--- src/rtl/ker_pkg.sv ---
// ker_pkg: shared constants and types for the kernel SRAM read sequencer.
//   KER_BANKS / KER_ADDR_W / KER_DATA_W : bank count, bank address width, bank word width
//   KER_BEAT_W                          : width of one beat (all banks side by side)
//   ker_state_e                         : sequencer FSM states
package ker_pkg;

   localparam int unsigned KER_BANKS  = 8;
   localparam int unsigned KER_ADDR_W = 11;
   localparam int unsigned KER_DATA_W = 64;
   localparam int unsigned KER_BEAT_W = KER_BANKS * KER_DATA_W;

   typedef enum logic [1:0] {
      IDLE  = 2'd0,
      RUN   = 2'd1,
      DRAIN = 2'd2,
      DONE  = 2'd3
   } ker_state_e;

endpackage

--- src/rtl/ker_beat_fifo.sv ---
// ker_beat_fifo: synchronous return buffer for kernel beats.
// Ports:
//   clk, reset          : clock, synchronous active-high reset (also clears storage)
//   push, push_data     : write one beat (caller guarantees the buffer is not full)
//   pop                 : drop the head beat (ignored while empty)
//   pop_data            : head beat
//   count               : beats currently stored (0..DEPTH)
//   valid               : buffer not empty
module ker_beat_fifo
   import ker_pkg::*;
#(
   parameter int unsigned DEPTH = 4,
   parameter int unsigned WIDTH = KER_BEAT_W
) (
   input  logic                     clk,
   input  logic                     reset,
   input  logic                     push,
   input  logic [WIDTH-1:0]         push_data,
   input  logic                     pop,
   output logic [WIDTH-1:0]         pop_data,
   output logic [$clog2(DEPTH):0]   count,
   output logic                     valid
);

   localparam int unsigned PTR_W = $clog2(DEPTH);

   logic [WIDTH-1:0] mem [DEPTH];
   logic [PTR_W-1:0] wr_ptr;
   logic [PTR_W-1:0] rd_ptr;
   logic             do_pop;

   assign valid    = (count != '0);
   assign do_pop   = pop & valid;
   assign pop_data = mem[rd_ptr];

   // Pointers wrap naturally because DEPTH is a power of two.
   always_ff @(posedge clk) begin
      if (reset) begin
         for (int i = 0; i < int'(DEPTH); i++) begin
            mem[i] <= '0;
         end
         wr_ptr <= '0;
         rd_ptr <= '0;
         count  <= '0;
      end else begin
         if (push) begin
            mem[wr_ptr] <= push_data;
            wr_ptr      <= wr_ptr + PTR_W'(1);
         end
         if (do_pop) begin
            rd_ptr <= rd_ptr + PTR_W'(1);
         end
         case ({push, do_pop})
            2'b10:   count <= count + (PTR_W + 1)'(1);
            2'b01:   count <= count - (PTR_W + 1)'(1);
            default: count <= count;
         endcase
      end
   end

endmodule

--- src/rtl/kersram_rd_ctrl.sv ---
// kersram_rd_ctrl: read sequencer for the kernel SRAM banks.
// Issues same-address reads to all banks over a window [base_addr, base_addr+len_m1]
// (mod 2^ADDR_W), repeated rep_m1+1 times, and returns each beat through a
// valid/ready port backed by a small return buffer.
// Ports:
//   clk, reset                        : clock, synchronous active-high reset
//   start_ker_read                    : job start, sampled only in IDLE
//   base_addr, len_m1, rep_m1         : job window and pass count, sampled with start
//   ker_read_busy, ker_read_done      : job in progress / one-cycle completion pulse
//   cen_kersr, wen_kersr, addr__kersr : shared bank controls (active-low, never writes)
//   dout_kersr                        : bank read data, bank 0 in the LSBs
//   ker_beat_data/valid/ready         : beat output port
//   ker_rd_stall_cnt                  : backpressure cycle count, only with
//                                       KERSRAM_RD_STALL_CNT_EN defined
module kersram_rd_ctrl
   import ker_pkg::*;
#(
   parameter int unsigned BANKS  = KER_BANKS,
   parameter int unsigned ADDR_W = KER_ADDR_W,
   parameter int unsigned DATA_W = KER_DATA_W,
   parameter int unsigned FIFO_D = 4
) (
   input  logic                      clk,
   input  logic                      reset,
   input  logic                      start_ker_read,
   input  logic [ADDR_W-1:0]         base_addr,
   input  logic [ADDR_W-1:0]         len_m1,
   input  logic [7:0]                rep_m1,
   output logic                      ker_read_busy,
   output logic                      ker_read_done,
   output logic                      cen_kersr,
   output logic                      wen_kersr,
   output logic [ADDR_W-1:0]         addr__kersr,
   input  logic [BANKS*DATA_W-1:0]   dout_kersr,
   output logic [BANKS*DATA_W-1:0]   ker_beat_data,
   output logic                      ker_beat_valid,
   input  logic                      ker_beat_ready
`ifdef KERSRAM_RD_STALL_CNT_EN
   ,
   output logic [15:0]               ker_rd_stall_cnt
`endif
);

   localparam int unsigned   BEAT_W   = BANKS * DATA_W;
   localparam int unsigned   CNT_W    = $clog2(FIFO_D) + 1;
   localparam logic [CNT_W:0] FIFO_LIM = (CNT_W + 1)'(FIFO_D);

   ker_state_e        state;
   logic [ADDR_W-1:0] base_q;
   logic [ADDR_W-1:0] len_q;
   logic [7:0]        rep_q;
   logic [ADDR_W-1:0] ptr;
   logic [ADDR_W-1:0] last_addr;
   logic [ADDR_W-1:0] word_cnt;
   logic [7:0]        pass_cnt;
   logic              pend;

   logic [CNT_W-1:0]  fifo_cnt;
   logic              fifo_valid;
   logic              pop;
   logic              issue;
   logic              last_word;
   logic              last_pass;
   logic              drained;
   logic [CNT_W:0]    occ;

   // Occupancy counts buffered beats plus the read in flight; a same-cycle pop is
   // deliberately not credited, so the buffer can never overflow.
   assign occ       = {1'b0, fifo_cnt} + {{CNT_W{1'b0}}, pend};
   assign issue     = (state == RUN) && !reset && (occ < FIFO_LIM);
   assign pop       = fifo_valid & ker_beat_ready;
   assign last_word = (word_cnt == len_q);
   assign last_pass = (pass_cnt == rep_q);
   // Last beat is either gone or leaving this cycle, so DONE lands right after it.
   assign drained   = !pend && ((fifo_cnt == '0) || ((fifo_cnt == CNT_W'(1)) && pop));

   assign cen_kersr      = ~issue;
   assign wen_kersr      = 1'b1;
   assign addr__kersr    = issue ? ptr : last_addr;
   assign ker_beat_valid = fifo_valid;
   assign ker_read_busy  = (state != IDLE);
   assign ker_read_done  = (state == DONE);

   always_ff @(posedge clk) begin
      if (reset) begin
         state     <= IDLE;
         base_q    <= '0;
         len_q     <= '0;
         rep_q     <= '0;
         ptr       <= '0;
         last_addr <= '0;
         word_cnt  <= '0;
         pass_cnt  <= '0;
         pend      <= 1'b0;
      end else begin
         pend <= issue;
         case (state)
            IDLE: begin
               if (start_ker_read) begin
                  base_q   <= base_addr;
                  len_q    <= len_m1;
                  rep_q    <= rep_m1;
                  ptr      <= base_addr;
                  word_cnt <= '0;
                  pass_cnt <= '0;
                  state    <= RUN;
               end
            end
            RUN: begin
               if (issue) begin
                  last_addr <= ptr;
                  if (last_word) begin
                     word_cnt <= '0;
                     ptr      <= base_q;
                     if (last_pass) begin
                        state <= DRAIN;
                     end else begin
                        pass_cnt <= pass_cnt + 8'd1;
                     end
                  end else begin
                     word_cnt <= word_cnt + ADDR_W'(1);
                     ptr      <= ptr + ADDR_W'(1);
                  end
               end
            end
            DRAIN: begin
               if (drained) begin
                  state <= DONE;
               end
            end
            DONE:    state <= IDLE;
            default: state <= IDLE;
         endcase
      end
   end

   // SRAM latency is one cycle: the read issued last cycle lands now.
   ker_beat_fifo #(
      .DEPTH (FIFO_D),
      .WIDTH (BEAT_W)
   ) u_fifo (
      .clk       (clk),
      .reset     (reset),
      .push      (pend),
      .push_data (dout_kersr),
      .pop       (pop),
      .pop_data  (ker_beat_data),
      .count     (fifo_cnt),
      .valid     (fifo_valid)
   );

`ifdef KERSRAM_RD_STALL_CNT_EN
   logic [15:0] stall_cnt_q;

   always_ff @(posedge clk) begin
      if (reset) begin
         stall_cnt_q <= '0;
      end else if ((state == IDLE) && start_ker_read) begin
         stall_cnt_q <= '0;
      end else if (fifo_valid && !ker_beat_ready && (stall_cnt_q != 16'hFFFF)) begin
         stall_cnt_q <= stall_cnt_q + 16'd1;
      end
   end

   assign ker_rd_stall_cnt = stall_cnt_q;
`endif

endmodule

--- config.mk ---
export PLATFORM = sky130hd
export DESIGN_NAME = kersram_rd_ctrl
export DESIGN_NICKNAME = d
export VERILOG_FILES = /design/src/rtl/ker_pkg.sv /design/src/rtl/ker_beat_fifo.sv /design/src/rtl/kersram_rd_ctrl.sv
export SDC_FILE = /design/constraint.sdc
export NUM_CORES = 2
export LEC_CHECK = 0
export BUFFER_PORTS_ARGS = -buffer_cell sky130_fd_sc_hd__buf_2
export CORE_ASPECT_RATIO = 0.75
export CORE_MARGIN = 2
export CORE_UTILIZATION = 40
export CTS_CLUSTER_DIAMETER = 50
export DETAILED_ROUTE_END_ITERATION = 16
export HOLD_SLACK_MARGIN = 0.03
export SLEW_MARGIN = 20
export SYNTH_ARGS = -nofsm -noshare
export SYNTH_HDL_FRONTEND = slang
export SYNTH_SLANG_ARGS = --single-unit
--- constraint.sdc ---
create_clock -name clk -period 89.2 [get_ports clk]
set_input_delay 8.92 -clock clk [delete_from_list [all_inputs] [get_ports clk]]
set_output_delay 8.92 -clock clk [all_outputs]
set_load 0.02 [all_outputs]
Word level (Yosys, flattened, before mapping)
Memories as Yosys holds them, arrays and structs flattened. A register that Yosys moved wholly into a read port is not among the register bits.
Cells that the tools add are included.
{"block": "op_classes", "addsub": 8, "magnitude_cmp": 1, "n_eq_ne": 14, "mux": 31, "bitwise_logic": 3, "reduce_logical": 18}
{"operator": "512-bit 2-to-1 mux", "count": 1}
{"operator": "512-bit OR reduction", "count": 1}
{"operator": "11-bit 2-to-1 mux", "count": 7}
{"operator": "11-bit case mux with 2 select lines", "count": 2}
{"operator": "8-bit 2-to-1 mux", "count": 4}
{"operator": "11-bit by 1-bit adder with 11-bit output (second input constant)", "count": 2}
{"operator": "2-bit 2-to-1 mux", "count": 8}
{"operator": "8-bit case mux with 2 select lines", "count": 1}
{"operator": "2-bit != test (second input constant)", "count": 6}
{"operator": "11-bit == test", "count": 1}
{"operator": "5-bit AND reduction", "count": 2}
{"operator": "8-bit by 1-bit adder with 8-bit output (second input constant)", "count": 1}
{"operator": "8-bit == test", "count": 1}
{"operator": "2-bit case mux with 4 select lines", "count": 1}
{"operator": "2-bit == test (second input constant)", "count": 3}
{"operator": "1-bit 2-to-1 mux", "count": 6}
{"operator": "3-bit case mux with 2 select lines", "count": 1}
{"operator": "2-bit nonzero test", "count": 3}
{"operator": "2-bit by 1-bit adder with 2-bit output (second input constant)", "count": 2}
{"operator": "3-bit by 1-bit adder with 4-bit output", "count": 1}
{"operator": "2-bit by 1-bit == test with 1-bit output (second input constant)", "count": 2}
{"operator": "1-bit logical AND", "count": 4}
{"operator": "4-bit by 3-bit less-than comparator with 1-bit output (second input constant)", "count": 1}
{"operator": "3-bit by 1-bit adder with 3-bit output (second input constant)", "count": 1}
{"operator": "11 further kinds", "count": 13}
{"block": "totals", "regBits": 81, "mem_bits_rw": 2048, "inputBits": 546, "output_inout_bits": 528, "elab_cells": 88, "n_memories": 1}
{"memory": "u_fifo.mem", "depth": 4, "word_bits": 512, "rd": 1, "rd_ports_with_merged_regs": 1, "wr": 4, "line_no": "ker_beat_fifo.sv:27", "source": "logic [WIDTH-1:0] mem [DEPTH];"}

Longest topological paths before layout
{"block": "logic_depth", "ltp_word": 7, "depth_mapped": 10}

Modules after synthesis
Synthesis repeated with hierarchy kept, for this count alone.
{"block": "hier_totals", "cells_unflattened": 5954, "area_unflattened_um2": 89648.5}
{"module": "ker_beat_fifo", "n_inst": 1, "cells_each": 5507, "area_each_um2": 85977.5, "seq_area_each_um2": 61679.2}
{"module": "kersram_rd_ctrl", "n_inst": 1, "cells_each": 447, "area_each_um2": 3671.0, "seq_area_each_um2": 1481.4}

Worst setup path before layout
No wires, ideal clock.
{"block": "synth_timing", "path_type": "flip-flop to flip-flop", "startpoint": "register u_fifo.wr_ptr[0]", "endpoint": "memory u_fifo.mem[0][0] (netlist name), enable pin", "t_arrival_ns": 36.596, "required_ns": 87.102, "setup_slack_ns": 50.506, "path_stages_with_launch": 5, "n_path_buf": 2, "cell_sequence": "dfxtp_1 -> or2_2 -> clkbuf_1 -> clkbuf_1 -> o21ai_0"}
{"item": "from (decl)", "line_no": "ker_beat_fifo.sv:28", "source": "logic [PTR_W-1:0] wr_ptr;"}
{"item": "from (signal assigned)", "line_no": "ker_beat_fifo.sv:48", "source": "wr_ptr <= wr_ptr + PTR_W'(1);"}
{"item": "to (decl)", "line_no": "ker_beat_fifo.sv:27"}

Final worst setup path
{"block": "layout_timing", "startpoint": "input reset", "endpoint": "output addr__kersr[3]"}
{"block": "layout_via", "elab_chain_len": 4}
{"item": "from (decl)", "line_no": "kersram_rd_ctrl.sv:24", "source": "input logic reset,"}
{"item": "1-bit zero test", "line_no": "kersram_rd_ctrl.sv:70", "source": "assign issue = (state == RUN) && !reset && (occ < FIFO_LIM);"}
{"item": "1-bit logical AND (2 in a row)", "line_no": "kersram_rd_ctrl.sv:70"}
{"item": "11-bit 2-to-1 mux"}
{"item": "to (decl)", "line_no": "kersram_rd_ctrl.sv:33", "source": "output logic [ADDR_W-1:0] addr__kersr,"}
No other way between the ends.

==> impl_metrics.yaml <==
sta:
  fmax_mhz: 50.55
  finalCriticalPeriod_ps: 19780
  rsz0062_at_grt: "no"
  clock_skew_ps: 33.96
  whs_ps: 453.7
  min_period_over_period: 0.2218
  postLayoutSetupSlackWorst_ps: 69420
  hold_viol_final: 0
  finalSetupTns_ps: 0
  relSlewSlack: 0.2436
  finalSetupViolCount: 0
  slew_violations: 0
  tightest_slew_ps: 1135
clocking:
  clk_pin_slew_ps: 60
  holdBufCountCts: 0
  numCtsBuffers: 211
  cts_resized: 0
  root_buffer: "clkbuf_16"
  cts_tree: "built"
  htree_levels: 4
  clock_latency_ps: 820
  clk_path_buf_depth: 4
  clock-sinks: 2131
  cts_setup_buffers: 0
critical_path:
  crit_path_start_kind: "primary input"
  critPathKind: "in2out"
  cp_max_fo: 52
  ff2ff_path_depth: 6
  end_kind: "output port"
  cp_data_arrival_time_ps: 10860
  required_ps: 80280
die:
  die_h_um: 410.5
  core_area_sq_um: 219400
  die_area_sq_um: 224200
  io_pins: 1074
  start_util: 0.4017
  rows: 149
  die_w_um: 546.0
run_status:
  status: "completed"
detailed_routing:
  detail_route.first_pass.iterations: 6
  viasPerCell: 5.162
  drt-initial-drc-count: 4613
  wl_per_cell_um: 23.39
  wl_um: 235500
  detail-route-antenna-nets: 0
  drc_errors: 0
  vias: 51984
power:
  intPower_mw: 1.900
  p_comb_frac: 0.256
  power_density_nw_per_um2: 26.92
  p_clk_frac: 0.300
  p_total_mw: 2.767
  peakVddDrop_mv: 0.02090
  swShare: 0.3135
  seq_power_share: 0.444
  switchingPower_mw: 0.8674
  p_leak_nw: 40.78
yosys:
  yosysSeqAreaShare: 0.7166
  synth_warnings: 0
  syn_nets: 6513
  ys_types: 47
  async_flop_share: 0
  synth_area_sq_um: 88140
  synth_area_per_cell_sq_um: 14.80
  synth_edf_count: 2048
  synthCells: 5954
  yosys_register_bits: 2131
  dominantRegCellSynth: "edfxtp_1"
cells_and_area:
  final_common_cell: "edfxtp_1"
  instances_no_fill: 10070
  post-route-util: 0.4684
  nets: 7499
  drive_gt1_frac: 0.2732
  stdcell_area_sq_um: 102800
  mostFrequentLayoutCells: "edfxtp_1 (2048), nor2_1 (1558), buf_2 (1072)"
  syn_to_final_growth_pct: 16.60
placed_design:
  dp_hpwl_um: 140900
  dpl_worst_slack_ps: 69400
  place_area_sq_um: 96440
  gp_congestion: 0.7886
  portBuffers: 1072
  dp_cells: 9670
grt:
  antenna_found_initial: 105
  grt.overflow.total: 0
  grt_max_degree: 170
  grt_usage: 0.2043
  grt_pass1_wl_um: 345000
  grt_pass1_vias: 52090
job:
  maxCapViolations: 0
hold_path:
  hold_depth: 2
  holdCritPathClass: "reg2reg"
## path summary, 6_finish.rpt
path                        endpoint  slack, ps             start
hold reg to reg            base_q[0]        450         base_q[0]
hold / removal             base_q[0]        450         base_q[0]
setup reg to reg  u_fifo.mem[2][411]      83550  u_fifo.wr_ptr[1]
setup / recovery      addr__kersr[3]      69420             reset
## synth_stat cells (2+ instances only)
cell      count  area share
mux2_2       11      0.0014
mux2i_1       7     0.00079
or3_1         2     0.00014
nand4_1      11     0.00078
a221o_1       2     0.00023
nor2_1     1559       0.066
clkbuf_1    189      0.0080
a21oi_1      40      0.0023
a41oi_1       4     0.00040
buf_1        77      0.0033
nor2b_1       4     0.00028
a31oi_1       7     0.00050
nand3_1      25      0.0014
dfxtp_1      83       0.019
nor4_1        5     0.00035
edfxtp_1   2048        0.70
nand2b_1      4     0.00028
inv_1       522       0.022
ha_1         13      0.0018
o21ai_0      16     0.00091
buf_2       106      0.0060
xor2_1       22      0.0022
a221oi_1      2     0.00020
xnor2_1      22      0.0022
a311oi_1      2     0.00020
and3_1       10     0.00071
mux4_2      512        0.13
nand2_1     605       0.026
nor3_1       10     0.00057
and2_1       13     0.00092
a311o_1       5     0.00057
## power groups by stage
| stage | Clock (mW) | Combinational [mW] | Sequential (mW) |
|---|---|---|---|
| floorplan | 0 | 0.470 | 1.33 |
| global placement | 0 | 0.716 | 1.25 |
| detailed placement | 0 | 0.717 | 1.25 |
| CTS | 0.846 | 0.718 | 1.23 |
| global route | 0.883 | 0.752 | 1.24 |
| finish | 0.829 | 0.709 | 1.23 |
## final cells by class
cell class              instances  area (sq um)
diodes                         43         107.6
clock buffers                 280          5612
clock inverters                76         576.8
fillers                     19446        116700
inverters                     522          1959
multi-input cells            2927         21570
flip-flops and latches       2131         63170
well taps                    2944          3684
repair buffers               1147          6098
## layer usage
metal,share of wire,track usage,vias to the layer above
li1,-,-,23128
met1,0.39,0.2636,26416
met2,0.48,0.3234,1877
met3,0.091,0.06632,469
met4,0.036,0.07505,94
met5,0.0026,0,-
## critical path, stage by stage
cell      delay, ps
buf_2            90
buf_4           280
a311oi_1        380
nand2_1         490
mux2_2          460
buf_2           220
## flip-flops by register name, summed over array words and instances, names as in the netlist, named ones only
signal,flops
u_fifo.mem,2048
pass_cnt,8
u_fifo.count,3
word_cnt,11
len_q,11
ptr,11
base_q,11
last_addr,11
rep_q,8
u_fifo.wr_ptr,2
state,2
pend,1
u_fifo.rd_ptr,2
## logic make-up after synthesis
family,share of synthesized area
xor+xnor,0.004372
simple gates,0.09792
compound gates,0.006431
fa+ha+maj,0.001845
mux,0.1330
other cells,0.00004254
flops,0.7166
buf+inv,0.03979
No activity file was read; power rests on OpenSTA's default activity.
